[config.mk]
export PLATFORM = sky130hd
export DESIGN_NAME = bin2bcd_seq_flat
export DESIGN_NICKNAME = d
export VERILOG_FILES = /design/src/rtl/bin2bcd_seq_if.sv /design/src/rtl/bin2bcd_seq.sv /design/src/flat_wrapper.sv
export SDC_FILE = /design/constraint.sdc
export NUM_CORES = 1
export LEC_CHECK = 0
export BUFFER_PORTS_ARGS = -buffer_cell sky130_fd_sc_hd__buf_2
export CAP_MARGIN = 20
export CORE_MARGIN = 8
export CORE_UTILIZATION = 40
export DETAILED_ROUTE_END_ITERATION = 8
export GPL_TIMING_DRIVEN = 0
export PLACE_DENSITY = 0.67
export SYNTH_ARGS = -nofsm -noshare
export SYNTH_HDL_FRONTEND = slang
export SYNTH_SLANG_ARGS = --single-unit
[constraint.sdc]
create_clock -name clk -period 2.45 [get_ports clk]
set_input_delay 0.49 -clock clk [delete_from_list [all_inputs] [get_ports clk]]
set_output_delay 0.49 -clock clk [all_outputs]
set_load 0.01 [all_outputs]
[src/rtl/bin2bcd_seq_if.sv]
// Start/busy/done handshake and result bus of the
// sequential binary-to-BCD converter.
interface bin2bcd_seq_if #(
    parameter int BIN_W  = 10,
    parameter int DIGITS = 3
);
    logic [BIN_W-1:0]    bin;
    logic                start;
    logic                busy;
    logic                done;
    logic [4*DIGITS-1:0] bcd;
    logic                ovf;

    modport master (
        output bin, start,
        input  busy, done, bcd, ovf
    );

    modport slave (
        input  bin, start,
        output busy, done, bcd, ovf
    );
endinterface

[src/rtl/bin2bcd_seq.sv]
// Sequential shift-add-3 (double-dabble) converter, one
// iteration per clock; result held stable between conversions.
module bin2bcd_seq #(
    parameter int BIN_W  = 10,
    parameter int DIGITS = 3
) (
    input  logic        clk,
    input  logic        rst_n,
    bin2bcd_seq_if.slave bus
);
    localparam int CW = $clog2(BIN_W + 1);
    localparam int BW = 4 * DIGITS;
    localparam logic [63:0] MAXV = 64'(10 ** DIGITS) - 64'd1;
    localparam bit OVF_EN = ((64'd1 << BIN_W) - 64'd1) > MAXV;

    typedef enum logic [1:0] {
        IDLE,
        SHIFT,
        DONE
    } state_t;

    state_t          state;
    logic [BW-1:0]   scr;
    logic [BIN_W-1:0] shreg;
    logic [CW-1:0]   cnt;
    logic            ovf_f;
    logic            busy_q;
    logic            done_q;
    logic [BW-1:0]   bcd_q;
    logic            ovf_q;
    logic [BW-1:0]   adj;
    logic            ovf_in;

    // Out-of-range detect; tied off when BIN_W cannot exceed it.
    generate
        if (OVF_EN) begin : g_ovf
            assign ovf_in = 64'(bus.bin) > MAXV;
        end else begin : g_no_ovf
            assign ovf_in = 1'b0;
        end
    endgenerate

    // Add 3 to every scratch nibble that is 5 or more.
    always_comb begin
        adj = scr;
        for (int i = 0; i < DIGITS; i++) begin
            if (scr[4*i +: 4] >= 4'd5)
                adj[4*i +: 4] = scr[4*i +: 4] + 4'd3;
        end
    end

    // Control FSM, datapath and registered outputs.
    always_ff @(posedge clk) begin
        if (!rst_n) begin
            state  <= IDLE;
            scr    <= '0;
            shreg  <= '0;
            cnt    <= '0;
            ovf_f  <= 1'b0;
            busy_q <= 1'b0;
            done_q <= 1'b0;
            bcd_q  <= '0;
            ovf_q  <= 1'b0;
        end else begin
            done_q <= 1'b0;
            unique case (state)
                IDLE: begin
                    if (bus.start) begin
                        shreg  <= bus.bin;
                        scr    <= '0;
                        cnt    <= '0;
                        ovf_f  <= ovf_in;
                        busy_q <= 1'b1;
                        state  <= SHIFT;
                    end
                end
                SHIFT: begin
                    {scr, shreg} <= {adj, shreg} << 1;
                    cnt <= cnt + CW'(1);
                    if (cnt == CW'(BIN_W - 1))
                        state <= DONE;
                end
                DONE: begin
                    bcd_q  <= ovf_f ? {DIGITS{4'h9}} : scr;
                    ovf_q  <= ovf_f;
                    done_q <= 1'b1;
                    busy_q <= 1'b0;
                    state  <= IDLE;
                end
                default: state <= IDLE;
            endcase
        end
    end

    assign bus.busy = busy_q;
    assign bus.done = done_q;
    assign bus.bcd  = bcd_q;
    assign bus.ovf  = ovf_q;
endmodule

[src/flat_wrapper.sv]
// flat-port wrapper written by rule: the top's interface ports become plain ports
module bin2bcd_seq_flat 
#(
    parameter int BIN_W  = 10,
    parameter int DIGITS = 3
)
  (clk, rst_n, bus_bin, bus_start, bus_busy, bus_done, bus_bcd, bus_ovf);
  bin2bcd_seq_if #(.BIN_W(BIN_W), .DIGITS(DIGITS)) bus_i ();
  input  logic clk;
  input  logic rst_n;
  input wire logic [$bits(bus_i.bin)-1:0] bus_bin;
  input wire logic [$bits(bus_i.start)-1:0] bus_start;
  output wire logic [$bits(bus_i.busy)-1:0] bus_busy;
  output wire logic [$bits(bus_i.done)-1:0] bus_done;
  output wire logic [$bits(bus_i.bcd)-1:0] bus_bcd;
  output wire logic [$bits(bus_i.ovf)-1:0] bus_ovf;
  assign bus_i.bin = bus_bin;
  assign bus_i.start = bus_start;
  assign bus_busy = bus_i.busy;
  assign bus_done = bus_i.done;
  assign bus_bcd = bus_i.bcd;
  assign bus_ovf = bus_i.ovf;
  bin2bcd_seq #(.BIN_W(BIN_W), .DIGITS(DIGITS)) u_core (.clk(clk), .rst_n(rst_n), .bus(bus_i));
endmodule
==> results of run 1 <==
layer usage:
layer / vias to the layer above / share of wire / global-route usage
met1: 783 / 0.49 / 0.155
met2: 29 / 0.45 / 0.202
met5: - / 0 / 0
met4: 0 / 0.013 / 0.0461
li1: 868 / - / -
met3: 7 / 0.047 / 0.0334
Yosys cell counts (2+ instances only):
cell type / number / area, um^2
ha_1: 8 / 100
or3_1: 3 / 18.8
dfxtp_1: 44 / 881
nand2_1: 12 / 45.0
xnor2_1: 3 / 26.3
buf_2: 2 / 10.0
a32o_1: 2 / 20.0
nor3b_1: 9 / 67.6
o32ai_2: 2 / 32.5
mux2i_1: 5 / 50.1
inv_1: 10 / 37.5
nand2b_1: 4 / 25.0
a21oi_1: 15 / 75.1
clkbuf_1: 4 / 15.0
nor2b_1: 6 / 37.5
a32o_2: 2 / 22.5
buf_6: 5 / 56.3
o221ai_1: 5 / 43.8
nand2_2: 2 / 12.5
xor2_1: 2 / 17.5
a21boi_1: 3 / 22.5
nor2_1: 34 / 128
nand4_1: 2 / 12.5
a22o_1: 6 / 52.6
o21ai_0: 8 / 40.0
o22ai_1: 4 / 25.0
nor3_1: 7 / 35.0
and2_1: 3 / 18.8
o31ai_2: 2 / 25.0
sequential cells by signal, indices dropped and copies added (netlist names):
name / flops
u_core.scr: 12
u_core.ovf_f: 1
u_core.bus.done: 1
u_core.state: 2
u_core.bus.ovf: 1
u_core.shreg: 10
u_core.bus.busy: 1
u_core.cnt: 4
u_core.bus.bcd: 12
worst max path at each step:
| stage | start | slack [ps] | end |
|---|---|---|---|
| after CTS | u_core.scr[4] | 890 | u_core.scr[6] |
| after floorplan | u_core.scr[4] | 1060 | u_core.scr[6] |
| final | u_core.scr[4] | 900 | u_core.scr[6] |
| after global placement | u_core.scr[4] | 930 | u_core.scr[6] |
| after detailed placement | u_core.scr[4] | 920 | u_core.scr[6] |
| after global routing | u_core.scr[4] | 770 | u_core.scr[6] |
final cells by class:
cell class / instances / area (um^2)
buffer: 12 / 88.8
clock buffer: 7 / 96.3
clock inverter: 1 / 30.0
fill: 519 / 2630
inverter: 11 / 43.8
multi-input combinational: 161 / 1080
sequential: 44 / 881
tap: 70 / 87.6
timing repair buffer: 27 / 135
through the flow:
| step | hold slack [ps] | utilization | std cells | power [W] | cell area, um^2 |
|---|---|---|---|---|---|
| 6_report | 429 | 0.482 | 333 | 0.00152 | 2440 |
| 5_1_grt | 429 | 0.482 | 333 | 0.00159 | 2440 |
| 4_1_cts | 425 | 0.482 | 333 | 0.00153 | 2440 |
| 3_5_place_dp | 442 | 0.457 | 325 | 0.000931 | 2320 |
| 3_3_place_gp | 437 | 0.457 | 325 | 0.000928 | 2320 |
| 2_1_floorplan | 431 | - | 228 | 0.000886 | 2100 |
power by group through the flow:
stage                     clock [W]  combinational [W]  sequential [W]
after floorplan                   0           0.000116        0.000770
after global placement            0           0.000155        0.000773
after detailed placement          0           0.000156        0.000774
after CTS                  0.000620           0.000157        0.000758
after global routing       0.000649           0.000175        0.000762
final                      0.000606           0.000155        0.000758
layout by cell type, fill, tap and decap left out, types with 6 or more instances in the layout:
| cell | instances |
|---|---|
| buf_2 | 29 |
| a22o_1 | 6 |
| dfxtp_1 | 44 |
| o21ai_0 | 8 |
| a21oi_1 | 15 |
| nor3_1 | 7 |
| nor3b_1 | 9 |
| nand2_1 | 12 |
| ha_1 | 8 |
| clkbuf_8 | 7 |
| nor2b_1 | 6 |
| nor2_1 | 34 |
| inv_1 | 10 |
cells by family after synthesis:
| logic type | count (synthesis) |
|---|---|
| xor+xnor | 5 |
| compound gates | 55 |
| mux | 6 |
| simple gates | 87 |
| fa+ha+maj | 8 |
| flops | 44 |
| buf+inv | 23 |
==> metrics.md, run 1 <==
| Metric | Value |
|---|---|
| Status | `complete, no violations` |
| Worst hold endpoint | `u_core.shreg[0]` |
| Final clock skew | `3.50 ps` |
| Crit-path cells | `inv_1 > ha_1 > nand2b_1 > a21oi_1 > mux2i_1 > a22o_1` |
| Vias in the first global route | `1638` |
| Worst Path Max Fanout | `4` |
| Largest family of logic cells by synthesized area | `simple AND/OR/NAND/NOR gates` |
| Flop pwr share | `0.499` |
| FP Rows | `26` |
| Syn_nets | `249` |
| Num CTS Buffers | `5` |
| Clock power frac | `0.399` |
| Clock Tree Buf Depth | `2` |
| Worst r2r src | `u_core.scr[4]` |
| Die W | `88.4 um` |
| Fraction of registers with async set/reset | `0` |
| LEAKAGE | `1.03 nW` |
| Post-CTS sizing | `0` |
| Stages on the worst setup path | `6` |
| WS Path Type | `reg2reg` |
| Clock transition at the registers of the reported paths | `80 ps` |
| CTS tree | `built` |
| Max-slew violation count | `0` |
| Core area | `5070 um^2` |
| Initial core utilization | `0.413` |
| Adder-cell share of the synthesized area | `0.0478` |
| Mapped cell area | `2100 um^2` |
| Peak supply drop | `0.384 mV` |
| DRC viols | `0` |
| FF-to-FF End | `u_core.scr[6]` |
| Switching share of total power | `0.229` |
| Fin crit share | `0.632` |
| CP delay by family, top | `compound AO/OA/AOI/OAI gates` |
| HP Class | `in2reg` |
| HPWL after detailed placement | `3350 um` |
| Gr usage total | `0.125` |
| Clk sinks | `44` |
| Worst slack, placed | `920 ps` |
| Final WL | `4560 um` |
| Worst-case reg-to-reg path depth | `6` |
| Crit. End Element | `flip-flop` |
| Post-Synth Simple-Gate Area | `0.219` |
| Vias/cell | `5.07` |
| MaxCap Viol Count | `0` |
| R2R Setup Slk | `900 ps` |
| Sequential-to-total area share from yosys stat | `0.420` |
| EDFF count, synth | `0` |
| CP max stage delay | `340 ps` |
| Slew HR | `0.669` |
| Final nets | `283` |
| Arrival @ worst endpoint | `1740 ps` |
| #FFs+latches synth | `44` |
| P_int | `0.00117 W` |
| Power Density | `621 nW/um^2` |
| Initial drt markers | `56` |
| P&R area growth vs syn | `16.7%` |
| WHS Path Cells | `2` |
| Final WS setup | `901 ps` |
| Routed Antenna Nets | `0` |
| Post-synthesis cell type count | `43` |
| Share of post-route cells with drive strength above 1 | `0.224` |
| Worst Min Path Start | `bus_bin[0]` |
| H-tree levels | `2` |
| Vias | `1687` |
| Unrepaired setup endpoints after global routing | `false` |
| Ports | `28` |
| WL per Instance | `13.7 um` |
| Antenna violations before repair | `0` |
| Crit path launch type | `flip-flop` |
| Die ar. | `7810 um^2` |
| Global-route wire length before repair | `7680 um` |
| Setup Buffers After CTS | `0` |
| Total grt overflow | `0` |
| 1st-pass router iterations | `4` |
| Clk_lat worst skew | `300 ps` |
| Main synth FF type | `dfxtp_1` |
| Power share of the combinational group | `0.102` |
| Final Hold Fails | `0` |
| Synth Area in Compound Gates | `0.200` |
| Slowest-stage cell, CP | `dfxtp_1` |
| Die height | `88.4 um` |
| Number of diodes | `0` |
| Largest net degree at the start of global routing | `14` |
| XOR/XNOR Fraction of Synth Area | `0.0209` |
| RePlAce Congestion | `0.760` |
| Multiplexer share of the synthesized area | `0.0293` |
| Final critical-path required period | `1550 ps` |
| Clock root buffer | `clkbuf_8` |
| Sw Pwr | `0.000348 W` |
| Maximum clock rate | `0.646 GHz` |
| Port buffer count | `27` |
| WP data required | `2650 ps` |
| Post-Syn Instances | `228` |
| Worst path bufs/invs | `1` |
| YS warnings | `0` |
| Syn avg cell area | `9.19 um^2` |
| Setup TNS Final | `0 ps` |
| Hold Buf Count CTS | `0` |
| Worst Tran Pin Value | `497 ps` |
| # setup viols final | `0` |
Power figures use the tool's default switching activity.
==> inputs of run 2 (changes only) <==
- PLACE_DENSITY: 0.67 -> 0.69
- clock period: 2.45 -> 1.4 ns (I/O delays scaled with it)
==> run 2 against run 1 <==
Against the previous run: hold slack got worse by 200 ps; highest routed layer unchanged; global-route usage rose by 0.60 points; final cell count rose by 2.1%; non-clock buffer count rose by 7.
==> metrics.md, run 2 (synthesized netlist as in run 1, its figures left out) <==
| Metric | Value |
|---|---|
| Worst hold slack | `228 ps (-202 ps)` |
| R2R Setup Slk | `50 ps (-850 ps)` |
| Fill count | `497 (-4.2%)` |
| Final critical-path required period | `1350 ps (-197 ps)` |
| Most common cell after layout, fill and taps aside | `dfxtp_1` |
| WS Path Type | `reg2reg` |
| Total power | `0.00246 W (+62%)` |
| Vias in the first global route | `1740 (+6.2%)` |
| Ports | `28 (unchanged)` |
| Power Density | `967 nW/um^2 (+56%)` |
| Register cell area after layout | `885 um^2 (+0.43%)` |
| MaxCap Viol Count | `0 (unchanged)` |
| Final WL | `4760 um (+4.5%)` |
| Final Hold Fails | `0 (unchanged)` |
| DRC viols | `0 (unchanged)` |
| Clock transition at the registers of the reported paths | `80 ps (about the same)` |
| Maximum clock rate | `0.740 GHz (+15%)` |
| P&R area growth vs syn | `21.3%` |
| Util after Layout | `0.501 (+0.0192)` |
| Antenna violations before repair | `0 (unchanged)` |
| Crit path launch type | `flip-flop` |
| Crit path launch | `u_core.scr[1]` |
| Slew HR | `0.676 (+0.00716)` |
| Fin crit share | `0.965 (+0.333)` |
| Share of post-route cells with drive strength above 1 | `0.304 (+0.0794)` |
| Peak supply drop | `0.508 mV (+32%)` |
| Worst hold endpoint | `u_core.shreg[0]` |
| Num CTS Buffers | `5 (unchanged)` |
| FF-to-FF End | `u_core.scr[2]` |
| Port buffer count | `27 (unchanged)` |
| Final nets | `290 (+2.5%)` |
| Hold Buf Count CTS | `0 (unchanged)` |
| HP Class | `in2reg` |
| Routed Antenna Nets | `0 (unchanged)` |
| Die W | `88.4 um (unchanged)` |
| RePlAce Congestion | `0.795 (+4.6%)` |
| Worst Tran Pin Value | `486 ps (-10.7 ps)` |
| Crit. End Element | `flip-flop` |
| Multi-input gate area in the final layout | `1150 um^2 (+5.9%)` |
| CTS tree | `built` |
| Worst Min Path Start | `bus_bin[0]` |
| Clock root buffer | `clkbuf_8` |
| Dpl cells | `325 (unchanged)` |
| Number of diodes | `0 (unchanged)` |
| Clk sinks | `44 (unchanged)` |
| LEAKAGE | `1.06 nW (+2.9%)` |
| Clk_lat worst skew | `300 ps (about the same)` |
| Vias | `1719 (+1.9%)` |
| Core area | `5070 um^2 (unchanged)` |
| H-tree levels | `2 (unchanged)` |
| Commonest cells after routing, fill and taps aside | `dfxtp_1 (41), nor2_1 (34), buf_2 (29)` |
| 1st-pass router iterations | `4 (unchanged)` |
| Clock Tree Buf Depth | `2 (unchanged)` |
| Gr usage total | `0.131 (+0.00598)` |
| Global-route wire length before repair | `8110 um (+5.6%)` |
| Worst Path Max Fanout | `5 (+1)` |
| Total grt overflow | `0 (unchanged)` |
| WL per Instance | `14.0 um (+2.3%)` |
| Status | `complete, no violations` |
| Die height | `88.4 um (unchanged)` |
| Unrepaired setup endpoints after global routing | `true` |
| Largest net degree at the start of global routing | `15 (+1)` |
| Initial core utilization | `0.413 (unchanged)` |
| Vias/cell | `5.06 (-0.20%)` |
| # setup viols final | `0 (unchanged)` |
| Worst-case reg-to-reg path depth | `6 (unchanged)` |
| HPWL after detailed placement | `3300 um (-1.5%)` |
| WHS Path Cells | `2 (unchanged)` |
| WP data required | `1640 ps (-1010 ps)` |
| Max-slew violation count | `0 (unchanged)` |
| Worst r2r src | `u_core.scr[1]` |
| Arrival @ worst endpoint | `1590 ps (-150 ps)` |
| Final clock skew | `4.90 ps (+1.39 ps)` |
| FP Rows | `26 (unchanged)` |
| Die ar. | `7810 um^2 (unchanged)` |
| Initial drt markers | `93 (+66%)` |
| Fin cells | `340 (+2.1%)` |
-- run 2: stage by stage --
step / instance area, um^2 / setup WS (ps) / TNS (ps)
after floorplan: 2100 / 9.53 / 0
after global placement: 2320 / -121 / -245
after detailed placement: 2320 / -140 / -333
after CTS: 2450 / 0.753 / 0
after global routing: 2540 / -48.7 / -80.3
final: 2540 / 48.5 / 0
-- run 2: area by class of cell --
type | count | area share
Inverter | 11 | 0.0182
Multi-Input combinational cell | 161 | 0.451
Tap cell | 70 | 0.0344
Clock inverter | 2 | 0.00591
Clock buffer | 6 | 0.0325
Sequential cell | 44 | 0.348
Timing Repair Buffer | 34 | 0.0738
Buffer | 12 | 0.0364
-- run 2: worst max-delay path, cell delays in order (launching register included) --
cell,delay [ps]
dfxtp_2,340
inv_2,60
ha_1,160
nand2b_1,170
a21oi_4,200
mux2i_1,220
a22o_1,150
-- run 2: how the worst max path moves through the flow --
stage | to | slack [ps]
floorplan | u_core.scr[6] | 10
global placement | u_core.scr[6] | -120
detailed placement | u_core.scr[6] | -140
CTS | u_core.scr[2] | 0.8
global route | u_core.scr[2] | -50
finish | u_core.scr[2] | 50
-- run 2: layer usage --
layer / up-vias / routed length, um / part of all wire / GRT usage
met4: 0 / 38 / 0.0080 / 0.0338
met3: 5 / 267 / 0.056 / 0.0399
met5: - / 0 / 0 / 0
li1: 885 / - / - / -
met1: 797 / 2140 / 0.45 / 0.160
met2: 32 / 2310 / 0.49 / 0.217
-- run 2: where the power goes --
| group | internal (W) | total (W) | switching (W) |
|---|---|---|---|
| Sequential | 0.00130 | 0.00133 | 0.0000314 |
| Clock | 0.000399 | 0.000839 | 0.000439 |
| Combinational | 0.000133 | 0.000292 | 0.000159 |
-- run 2: timing repair --
item	in CTS	in global routing
gates resized for setup	5	18
endpoints found under the setup margin	11	12
setup buffers	2	5
pin swaps	2	6
==> inputs of run 3 (changes only) <==
- CORE_ASPECT_RATIO: unset -> 0.9
==> run 3 against run 2 <==
Against the previous run: core utilization is 1.0 points lower; clock-buffer cell count is 1 lower; design area is 0.39% lower; setup slack better by 9.9 ps; global-route usage is 0.089 points higher; sequential power hardly changed; largest power group unchanged; sequential cell count stayed put; largest cell class unchanged; final cell count is 1.2% lower.
==> metrics.md, run 3 (synthesized netlist as in run 1, its figures left out) <==
| Metric | Value |
|---|---|
| FP Rows | `25 (-3.8%)` |
| Worst slack, placed | `-136 ps (+3.82 ps)` |
| Fin crit share | `0.958 (-0.00706)` |
| Global-route wire length before repair | `8310 um (+2.6%)` |
| 1st-pass router iterations | `4 (unchanged)` |
| Die ar. | `7820 um^2 (about the same)` |
| HP Class | `in2reg` |
| Core area | `5160 um^2 (+1.7%)` |
| Vias/cell | `5.19 (+2.7%)` |
| Met3 Usage GRT | `0.0303 (-0.00962)` |
| Num CTS Buffers | `5 (unchanged)` |
| Arrival @ worst endpoint | `1540 ps (-50 ps)` |
| WL per Instance | `14.7 um (+5.1%)` |
| Final Instance Area | `2530 um^2 (-0.39%)` |
| Met2 GRT Util | `0.209 (-0.00747)` |
| Clock Tree Buf Depth | `2 (unchanged)` |
| RePlAce Congestion | `0.766 (-3.7%)` |
| Slowest-stage cell, CP | `dfxtp_1` |
| Share of post-route cells with drive strength above 1 | `0.309 (+0.00485)` |
| Commonest cells after routing, fill and taps aside | `dfxtp_1 (41), nor2_1 (34), buf_2 (29)` |
| CTS tree | `built` |
| Final WS setup | `58.4 ps (+9.88 ps)` |
| Slew HR | `0.673 (-0.00279)` |
| Largest net degree at the start of global routing | `17 (+2)` |
| Vias in the first global route | `1662 (-4.5%)` |
| Final clock skew | `8.95 ps (+4.05 ps)` |
| Die W | `92.3 um (+4.4%)` |
| Maximum clock rate | `0.745 GHz (+0.74%)` |
| Status | `complete, no violations` |
| Crit. End Element | `flip-flop` |
| Crit path launch type | `flip-flop` |
| CP max stage delay | `360 ps (+20 ps)` |
| Routed Antenna Nets | `0 (unchanged)` |
| Power Density | `985 nW/um^2 (+1.9%)` |
| P&R area growth vs syn | `20.8%` |
| Clk sinks | `44 (unchanged)` |
| Final nets | `289 (-0.34%)` |
| Initial core utilization | `0.406 (-0.00691)` |
| Final critical-path required period | `1340 ps (-9.88 ps)` |
| Worst Tran Pin Value | `490 ps (+4.19 ps)` |
| WP data required | `1600 ps (-40 ps)` |
| HPWL after detailed placement | `3400 um (+2.8%)` |
| Most common cell after layout, fill and taps aside | `dfxtp_1` |
| Placed cell area | `2310 um^2 (-0.16%)` |
| DRC viols | `0 (unchanged)` |
| Total grt overflow | `0 (unchanged)` |
| GR Util met1 | `0.170 (+0.0103)` |
| Final WL | `4940 um (+3.8%)` |
| Final Hold Fails | `0 (unchanged)` |
| Dpl cells | `322 (-0.92%)` |
| Ports | `28 (unchanged)` |
| LEAKAGE | `1.06 nW (about the same)` |
| MaxCap Viol Count | `0 (unchanged)` |
| Fin cells | `336 (-1.2%)` |
| Antenna violations before repair | `0 (unchanged)` |
| H-tree levels | `2 (unchanged)` |
| Global routing's busiest layer | `met2` |
| Peak supply drop | `0.437 mV (-14%)` |
| Clock transition at the registers of the reported paths | `90 ps (about the same)` |
| Vias | `1745 (+1.5%)` |
| Number of diodes | `0 (unchanged)` |
| # setup viols final | `0 (unchanged)` |
| Crit-path cells | `buf_6 > o21bai_4 > and2_1 > a22o_1` |
| Max-slew violation count | `0 (unchanged)` |
| WS Path Type | `reg2reg` |
| Clk_lat worst skew | `310 ps (about the same)` |
| Clock root buffer | `clkbuf_8` |
| Port buffer count | `27 (unchanged)` |
| Die height | `84.7 um (-4.2%)` |
| Initial drt markers | `105 (+13%)` |
| Worst Path Max Fanout | `10 (+5)` |
| Gr usage total | `0.132 (+0.000891)` |
[run 3: final timing paths]
| kind | slack [ps] | cells after the start | start | to |
|---|---|---|---|---|
| hold / removal | 210 | 2 | bus_bin[0] | u_core.shreg[0] |
| hold reg to reg | 460 | 2 | u_core.bus.bcd[9] | u_core.bus.bcd[9] |
| setup / recovery | 60 | 4 | u_core.state[1] | u_core.scr[2] |
| setup reg to reg | 60 | 4 | u_core.state[1] | u_core.scr[2] |
[run 3: stage by stage]
stage	hold slack, ps	setup TNS [ps]	util	total power (W)
after floorplan	426	0	-	0.00155
final	210	0	0.491	0.00250
after detailed placement	443	-353	0.448	0.00163
after global routing	216	-11.5	0.491	0.00260
after CTS	213	0	0.472	0.00248
after global placement	437	-297	0.448	0.00163
[run 3: routing by layer]
layer,vias up,part of all wire
met5,-,0
met4,0,0.015
met3,6,0.028
met2,24,0.49
met1,835,0.47
li1,880,-
[run 3: timing repair]
item	in CTS	in global routing
endpoints found under the setup margin	5	19
hold buffers	0	0
resized for setup	5	19
setup buffers	2	5
pin swaps	2	5
[run 3: cell type report]
cell class,count,area [um^2]
Timing Repair Buffer,34,188
Tap cell,67,83.8
Multi-Input combinational cell,161,1150
Fill cell,500,2630
Sequential cell,44,885
Buffer,11,81.3
Clock inverter,3,26.3
Inverter,11,46.3
Clock buffer,5,68.8
[run 3: worst max-delay path, delay by kind of cell (launching register included)]
kind                   cells  cell delay, ps
and+or+nand+nor            1             250
buffers and inverters      1             170
DFF                        1             360
AOI/OAI and AO/OA          2             450
[run 3: where the power goes]
group | internal [W] | switching, W | total, W
Sequential | 0.00130 | 0.0000316 | 0.00133
Combinational | 0.000146 | 0.000165 | 0.000310
Clock | 0.000367 | 0.000491 | 0.000858
Total | 0.00181 | 0.000687 | 0.00250
